## src/rtl/affine_seq_pkg.sv

```systemverilog
// affine_seq_pkg
//   Shared definitions for the affine_seq sequencer and its ALU:
//   - state_t : sequencer states, one ALU operation per compute state.
//   - RA/RB/RADD/RMUL : ALU function codes (pass a, pass b, add, Q1.7 multiply).
package affine_seq_pkg;

    typedef enum logic [3:0] {
        IDLE,
        M11,
        M12,
        ADD1,
        OFS1,
        M21,
        M22,
        ADD2,
        OFS2,
        DONE
    } state_t;

    localparam logic [1:0] RA   = 2'd0;
    localparam logic [1:0] RB   = 2'd1;
    localparam logic [1:0] RADD = 2'd2;
    localparam logic [1:0] RMUL = 2'd3;

endpackage

```

## src/rtl/affine_seq_alu.sv

```systemverilog
// alu
//   Combinational picoMIPS-style ALU.
//   Ports:
//     func   in  2  operation (RA, RB, RADD, RMUL from affine_seq_pkg)
//     a, b   in  n  signed operands
//     result out n  RA: a, RB: b, RADD: a+b mod 2^n,
//                   RMUL: bits [2n-2:n-1] of the full signed product (Q1.7 scaling)
module alu
    import affine_seq_pkg::*;
#(
    parameter int n = 8
) (
    input  logic [1:0]   func,
    input  logic [n-1:0] a,
    input  logic [n-1:0] b,
    output logic [n-1:0] result
);

    logic signed [2*n-1:0] a_ext;
    logic signed [2*n-1:0] b_ext;

    assign a_ext = {{n{a[n-1]}}, a};
    assign b_ext = {{n{b[n-1]}}, b};

    always_comb begin
        result = a;
        case (func)
            RA:      result = a;
            RB:      result = b;
            RADD:    result = a + b;
            // Arithmetic shift then keep the low n bits == product[2n-2:n-1],
            // which truncates toward -inf.
            RMUL:    result = n'((a_ext * b_ext) >>> (n - 1));
            default: result = a;
        endcase
    end

endmodule

```

## src/rtl/affine_seq.sv

```systemverilog
// affine_seq
//   Multi-cycle sequencer computing xo = a11*x + a12*y + b1 and
//   yo = a21*x + a22*y + b2 through a single shared ALU, one operation per cycle.
//   Optional feature macro: AFFINE_SEQ_SAT_EN (saturating adds + sticky ovf).
//   Ports:
//     clk, reset          clock, synchronous active-high reset
//     start               run request, sampled only in IDLE
//     x, y                signed input point
//     a11,a12,a21,a22     signed Q1.7 coefficients
//     b1, b2              signed integer offsets
//     busy                high from the cycle after an accepted start through DONE
//     done                one-cycle pulse; xo/yo valid from this cycle
//     xo, yo              results, held until next completion or reset
//     ovf                 sticky add-overflow flag for the current/last run
//   Handshake: start is a level request; it is accepted on a rising edge where the
//   sequencer is IDLE and ignored (not queued) otherwise. Holding start high gives
//   back-to-back runs, one every 10 cycles.
module affine_seq
    import affine_seq_pkg::*;
#(
    parameter int n = 8
) (
    input  logic         clk,
    input  logic         reset,
    input  logic         start,
    input  logic [n-1:0] x,
    input  logic [n-1:0] y,
    input  logic [n-1:0] a11,
    input  logic [n-1:0] a12,
    input  logic [n-1:0] a21,
    input  logic [n-1:0] a22,
    input  logic [n-1:0] b1,
    input  logic [n-1:0] b2,
    output logic         busy,
    output logic         done,
    output logic [n-1:0] xo,
    output logic [n-1:0] yo,
    output logic         ovf
);

    state_t       state_q, state_d;
    logic [n-1:0] x_q, x_d, y_q, y_d;
    logic [n-1:0] a11_q, a11_d, a12_q, a12_d, a21_q, a21_d, a22_q, a22_d;
    logic [n-1:0] b1_q, b1_d, b2_q, b2_d;
    logic [n-1:0] p0_q, p0_d, p1_q, p1_d, xr_q, xr_d;
    logic [n-1:0] xo_q, xo_d, yo_q, yo_d;

    logic [1:0]   alu_func;
    logic [n-1:0] alu_a, alu_b, alu_res, add_res;

    alu #(.n(n)) u_alu (
        .func   (alu_func),
        .a      (alu_a),
        .b      (alu_b),
        .result (alu_res)
    );

    // ALU operand/function select; depends on state only.
    always_comb begin
        alu_func = RA;
        alu_a    = '0;
        alu_b    = '0;
        case (state_q)
            M11:  begin alu_func = RMUL; alu_a = a11_q; alu_b = x_q;  end
            M12:  begin alu_func = RMUL; alu_a = a12_q; alu_b = y_q;  end
            ADD1: begin alu_func = RADD; alu_a = p0_q;  alu_b = p1_q; end
            OFS1: begin alu_func = RADD; alu_a = p0_q;  alu_b = b1_q; end
            M21:  begin alu_func = RMUL; alu_a = a21_q; alu_b = x_q;  end
            M22:  begin alu_func = RMUL; alu_a = a22_q; alu_b = y_q;  end
            ADD2: begin alu_func = RADD; alu_a = p0_q;  alu_b = p1_q; end
            OFS2: begin alu_func = RADD; alu_a = p0_q;  alu_b = b2_q; end
            default: ;
        endcase
    end

`ifdef AFFINE_SEQ_SAT_EN
    logic add_ovf;
    logic ovf_q, ovf_d;

    // Signed overflow: operands agree in sign, result does not. Clamp by operand sign.
    always_comb begin
        add_ovf = (alu_func == RADD) && (alu_a[n-1] == alu_b[n-1])
                  && (alu_res[n-1] != alu_a[n-1]);
        add_res = alu_res;
        if (add_ovf) begin
            add_res = alu_a[n-1] ? {1'b1, {(n-1){1'b0}}} : {1'b0, {(n-1){1'b1}}};
        end
        ovf_d = ovf_q;
        if (state_q == IDLE && start) begin
            ovf_d = 1'b0;
        end else if (add_ovf) begin
            ovf_d = 1'b1;
        end
    end

    always_ff @(posedge clk) begin
        if (reset) ovf_q <= 1'b0;
        else       ovf_q <= ovf_d;
    end

    assign ovf = ovf_q;
`else
    always_comb add_res = alu_res;
    assign ovf = 1'b0;
`endif

    // Next-state and datapath register updates.
    always_comb begin
        state_d = state_q;
        x_d = x_q;   y_d = y_q;
        a11_d = a11_q; a12_d = a12_q; a21_d = a21_q; a22_d = a22_q;
        b1_d = b1_q; b2_d = b2_q;
        p0_d = p0_q; p1_d = p1_q; xr_d = xr_q;
        xo_d = xo_q; yo_d = yo_q;
        case (state_q)
            IDLE: begin
                if (start) begin
                    x_d = x;     y_d = y;
                    a11_d = a11; a12_d = a12; a21_d = a21; a22_d = a22;
                    b1_d = b1;   b2_d = b2;
                    state_d = M11;
                end
            end
            M11:  begin p0_d = alu_res; state_d = M12;  end
            M12:  begin p1_d = alu_res; state_d = ADD1; end
            ADD1: begin p0_d = add_res; state_d = OFS1; end
            OFS1: begin xr_d = add_res; state_d = M21;  end
            M21:  begin p0_d = alu_res; state_d = M22;  end
            M22:  begin p1_d = alu_res; state_d = ADD2; end
            ADD2: begin p0_d = add_res; state_d = OFS2; end
            // xo is staged in xr until here so both outputs change on the same edge.
            OFS2: begin xo_d = xr_q; yo_d = add_res; state_d = DONE; end
            DONE: state_d = IDLE;
            default: state_d = IDLE;
        endcase
    end

    always_ff @(posedge clk) begin
        if (reset) begin
            state_q <= IDLE;
            x_q <= '0;   y_q <= '0;
            a11_q <= '0; a12_q <= '0; a21_q <= '0; a22_q <= '0;
            b1_q <= '0;  b2_q <= '0;
            p0_q <= '0;  p1_q <= '0;  xr_q <= '0;
            xo_q <= '0;  yo_q <= '0;
        end else begin
            state_q <= state_d;
            x_q <= x_d;     y_q <= y_d;
            a11_q <= a11_d; a12_q <= a12_d; a21_q <= a21_d; a22_q <= a22_d;
            b1_q <= b1_d;   b2_q <= b2_d;
            p0_q <= p0_d;   p1_q <= p1_d;   xr_q <= xr_d;
            xo_q <= xo_d;   yo_q <= yo_d;
        end
    end

    assign busy = (state_q != IDLE);
    assign done = (state_q == DONE);
    assign xo   = xo_q;
    assign yo   = yo_q;

endmodule

```

## config.mk

```make
export PLATFORM = sky130hd
export DESIGN_NAME = affine_seq
export DESIGN_NICKNAME = d
export VERILOG_FILES = /design/src/rtl/affine_seq_pkg.sv /design/src/rtl/affine_seq_alu.sv /design/src/rtl/affine_seq.sv
export SDC_FILE = /design/constraint.sdc
export NUM_CORES = 1
export LEC_CHECK = 0
export CORE_ASPECT_RATIO = 0.7
export CORE_MARGIN = 2
export CORE_UTILIZATION = 52
export CTS_CLUSTER_SIZE = 14
export DETAILED_ROUTE_END_ITERATION = 8
export DONT_BUFFER_PORTS = 1
export MAX_ROUTING_LAYER = met4
export PLACE_DENSITY = 0.72
export SYNTH_ARGS = -nofsm -noshare
export SYNTH_HDL_FRONTEND = slang
export SYNTH_SLANG_ARGS = --single-unit
```

## constraint.sdc

```tcl
create_clock -name clk -period 6.8 [get_ports clk]
set_input_delay 1.7 -clock clk [delete_from_list [all_inputs] [get_ports clk]]
set_output_delay 1.7 -clock clk [all_outputs]
set_load 0.01 [all_outputs]
```

## Word-level counts from Yosys, hierarchy flattened

Index checks and enable logic that the tools add are counted.

- Word-level logic and storage cells: 45
- Register bits after elaboration: 108
- Input bits: 67

- Reduce and logical (&&, ||, !) cells: 10
- $add $sub $neg: 1
- Eq/ne operators: 13
- $mul: 1
- Multiplexer cells: 6

Operator list:

| kind | number |
|---|---|
| case mux 8 bit (5 select lines) | 2 |
| case mux 4 bit (9 select lines) | 1 |
| case mux 8 bit (4 select lines) | 1 |
| == test 4 x 3 -> 1 bit, second input constant | 4 |
| multiplier 8 x 8 -> 15 bit | 1 |
| OR reduction 4 bit | 3 |
| adder 8 bit | 1 |
| == test 4 x 2 -> 1 bit, second input constant | 2 |
| == test 4 bit, second input constant | 2 |
| OR reduction 2 bit | 3 |
| == test 2 bit, second input constant | 2 |
| == test 4 x 1 -> 1 bit, second input constant | 1 |
| zero test 4 bit | 1 |
| 2-to-1 mux 4 bit | 1 |
| case mux 2 bit (2 select lines) | 1 |
| nonzero test 4 bit | 1 |
| == test 2 x 1 -> 1 bit, second input constant | 1 |
| zero test 2 bit | 1 |
| inequality test 2 bit, second input constant | 1 |
| AND reduction 2 bit | 1 |

## Logic depth before layout (Yosys ltp)

- Depth after elaboration: 5
- Gate-level depth with buffers: 26

## Hierarchy

Synthesis repeated with hierarchy kept, for this count alone.

- Cell total of the unflattened synthesis: 886
- Area, all modules: 7499.7 µm²

By module, submodules not included:

| module | area an instance (µm²) | instances | cells each |
|---|---|---|---|
| affine_seq | 4799.6 | 1 | 587 |
| alu | 2700.1 | 1 | 299 |

## Least setup slack after synthesis

OpenSTA, ideal clock, no wires.

- Kind: register to register
- Start point: reg state_q[1]
- End point: reg p1_q[7]
- Required time: 6709 ps
- Stages on the path, launching flop included: 25
- Path slack: 758 ps
- Data arrival time: 5951 ps
- Cell sequence: dfxtp_1 buf_6 clkbuf_1 nor2b_1 buf_2 a22oi_1 a211oi_1 a21oi_1 inv_1 nand2_1 fa_1 fa_1 inv_1 fa_1 inv_1 fa_1 inv_1 ha_1 a21o_1 a2111oi_0 o21ai_1 a221oi_1 o21ba_1 o21ai_0 a311oi_1

- Longest elaborated chain between the ends: 5
- Elaborated cells between the ends (all ways): 23
- Classes of those cells: add/sub (1); mul (1); eq/ne (11); mux (4); reduce/logical (6)

Ends and longest elaborated chain:

| element | RTL line | source |
|---|---|---|
| from (decl) | affine_seq.sv:41 | `state_t state_q, state_d;` |
| from (signal assigned) | affine_seq.sv:147 | `state_q <= state_d;` |
| == test 4 bit (tied with other cells) | affine_seq.sv:63 | `case (state_q)` |
| OR reduction 4 bit (no line) / OR reduction 2 bit (equally long branches) | n/a |  |
| case mux 8 bit (5 select lines) / case mux 2 bit (2 select lines) (equally long branches) | affine_seq.sv:63 |  |
| multiplier 8 x 8 -> 15 bit (tied with other cells) | affine_seq_alu.sv:33 | `RMUL: result = n'((a_ext * b_ext) >>> (n - 1));` |
| case mux 8 bit (4 select lines) | affine_seq_alu.sv:27 | `case (func)` |
| to (signal assigned) | affine_seq.sv:151 | `p0_q <= p0_d; p1_q <= p1_d; xr_q <= xr_d;` |
| to (decl) | affine_seq.sv:45 | `logic [n-1:0] p0_q, p0_d, p1_q, p1_d, xr_q, xr_d;` |

Several ways; a longest one is shown, not always the timed one.
A chain may end at the register's enable or synchronous reset.

## Worst setup path in the final report

- Start point: reg state_q[2]
- End point: reg p1_q[7]

The elaborated chain is that of the path after synthesis.

==> impl_metrics.yaml <==
run_status:
  status: "finished, final reports clean"
power:
  power_frac_clock_pct: 32.1
  p_total_mw: 1.54
  seq_power_share_pct: 45.4
  p_sw_share_pct: 31.7
  p_per_area_mw_per_mm2: 206
  comb_power_share_pct: 22.5
  p_int_mw: 1.05
  switching_power_uw: 488
  irDropWorstVdd_mv: 0.178
  leakage_nw: 3.07
timing:
  fin_crit_ps: 6360
  tns_ps: 0
  setup_viol: 0
  fin_crit_sh_pct: 93.6
  maxSlewViolCount: 0
  fmax_mhz: 157
  grt_setup_unrepaired: "false"
  tightest_slew_ps: 1130
  timing.clock.skew_ps: 10.8
  slew_headroom_pct: 24.4
  hold_viol: 0
route:
  ant_nets: 0
  wire_per_inst_um: 16.2
  avgViaCountPerCell: 5.51
  wl_um: 16600
  drt_pass1_iterations: 5
  drcViolationCount: 0
  drtIter0Drc: 402
  vias: 5657
critical_path:
  startpoint_type: "flop"
  slowest_stage: "fa_1"
  required_ps: 7050
  crit_path_end_kind: "flop"
  path_cells: "or4b_1 -> o211ai_4 -> nand2_1 -> o21a_1 -> inv_1 -> nand2_1 -> fa_1 -> fa_1 -> inv_1 -> fa_1 -> inv_1 -> fa_1 -> inv_1 -> ha_1 -> a21o_1 -> a2111oi_0 -> o21ai_1 -> a221oi_2 -> o21ba_1 -> o21ai_0 -> a311oi_1"
  crit_fanout: 11
  cpPeakStageDelay_ps: 560
  crit_arrival_ps: 6620
  worst-setup-path-type: "reg -> reg"
clocking:
  clk_pin_slew_ps: 70
  clock_sinks: 108
  cts_buffers: 9
  ctsRootBufferMaster: "clkbuf_16"
  clk_path_buf_depth: 2
  postCtsSetupBuffers: 0
  cts_tree: "yes"
  cts_hold_buf: 0
  cts_max_level: 3
  cts_resized: 0
  clk_latency_ps: 340
yosys:
  ys_seq_area_share_pct: 31.0
  syn_nets: 1021
  ys.flop_type: "dfxtp_1"
  synth_area_mm2: 0.00697
  ys_ff_latch: 108
  synth.area.top_cells: "dfxtp_1, fa_1, nand2_1"
  synthArstFlopShare_pct: 0
  synth_top_area_share_pct: 31.0
  syn_inst: 871
  synth_top_cell_by_area: "dfxtp_1"
  yosys-top-cells-count: "nand2_1, dfxtp_1, a21oi_1, inv_1, nor2_1"
  synth-warning-count: 0
  synth_edf_count: 0
  syn_avg_cell_area_um2: 8.00
  synthDistinctLibCells: 50
  synth.most_common_cell: "nand2_1"
flow_run:
  drv_cap: 0
global_route:
  overflow: 0
  grt_max_degree: 111
  grt.total_usage_pct: 24.7
  antenna_found_initial: 0
  grt_use_met1_pct: 37.3
  gr-usage-met3_pct: 5.89
  grt_pass1_wl_um: 27200
  met2_usage_pct: 34.3
  busiest_layer: "met1"
  grt_pass1_vias: 5329
die:
  die_h_um: 101
  core-area_mm2: 0.0131
  die_w_um: 142
  dieArea_mm2: 0.0144
  row_count: 35
  pin_count: 86
  start_util_pct: 53.1
cells_and_area:
  area_delta_synth_final_pct: 6.80
  nets: 1005
  multiInputGateArea_mm2: 0.00427
  layout-drive-gt1-share_pct: 6.16
  n_antenna_cell: 0
  n_fill_cell: 1283
  seq_area_mm2: 0.00216
worst_hold_path:
  min_path_type: "reg -> reg"
placed_design:
  dp_hpwl_um: 13000
  io_buffers: 0
  gp_congestion: 0.987
-- final timing paths --
check                               end        from  slack [ps]  cells after the start
worst max-delay path            p1_q[7]  state_q[2]         440                     21
worst min-delay path            b1_q[3]     b1_q[3]         460                      2
worst max register to register  p1_q[7]  state_q[2]         440                     21
worst min register to register  b1_q[3]     b1_q[3]         460                      2
-- final cells by class --
cell class | count | share of cell area, %
clock buffer | 11 | 3.13
clock inverter | 5 | 0.622
inverter | 89 | 4.49
multi-input combinational | 622 | 57.4
sequential | 108 | 29.1
tap | 166 | 2.79
timing repair buffer | 25 | 2.52
-- cells by family (layout without fill, tap and decap cells) --
logic type                 count (synthesis)  count (layout)  share of synthesized area, %
muxes                                     11              11                          1.60
adders and majority gates                 83              83                          20.4
DFF                                      108             108                          31.0
xor gates and xnor gates                  21              21                          2.64
and+or+nand+nor                          312             312                          18.4
AOI/OAI and AO/OA                        194             194                          17.8
other                                      1               1                        0.0538
buffers and inverters                    141             130                          8.06
-- power groups by stage --
stage | Combinational [mW] | Sequential (mW) | Clock (mW)
2_1_floorplan | 0.267 | 0.699 | 0
4_1_cts | 0.345 | 0.697 | 0.499
6_report | 0.345 | 0.698 | 0.493
3_5_place_dp | 0.343 | 0.711 | 0
3_3_place_gp | 0.335 | 0.712 | 0
5_1_grt | 0.389 | 0.702 | 0.531
-- layer usage --
layer	vias up	part of all wire, %
met5	-	0
met4	0	0.63
met3	9	7.8
met2	192	42
met1	2634	49
li1	2822	-
-- worst max-delay path, delay by kind of cell, from the launching register on --
family / cells / cell delay (ps)
adder cells (fa/ha/maj): 5 / 2450
AO/OA/AOI/OAI: 9 / 2190
flip-flops: 1 / 550
buffers and inverters: 4 / 320
AND/OR/NAND/NOR: 3 / 750
-- stage by stage --
step	hold slack [ps]	cells	cell area (µm²)	worst slack, ps	utilization (%)
after floorplan	432	871	6970	758	-
after detailed placement	442	1010	7150	306	54.4
after global placement	438	1010	7150	466	54.4
after CTS	452	1026	7430	257	56.5
after global routing	468	1026	7440	105	56.7
final	457	1026	7440	437	56.7
-- registers in the layout, indices dropped and copies added (netlist names), 8 cells and up --
| register | cells |
|---|---|
| p0_q | 8 |
| yo | 8 |
| y_q | 8 |
| a12_q | 8 |
| xr_q | 8 |
| p1_q | 8 |
| xo | 8 |
| b2_q | 8 |
| b1_q | 8 |
| a21_q | 8 |
| x_q | 8 |
| a11_q | 8 |
| a22_q | 8 |
-- placed cells by master (no fill, tap or decap), types with 7 or more instances in the layout --
cell         n
nand2_1    206
dfxtp_1    106
a21oi_1    103
inv_1       89
nor2_1      68
fa_1        51
ha_1        32
a211oi_1    25
buf_4       25
xnor2_1     14
o21ai_0     13
mux2i_1     10
a22oi_1     10
nand2b_1     9
clkbuf_16    9
a221oi_1     7
a21o_1       7
nor3_1       7
xor2_1       7
(Power assumes the default switching activity.)
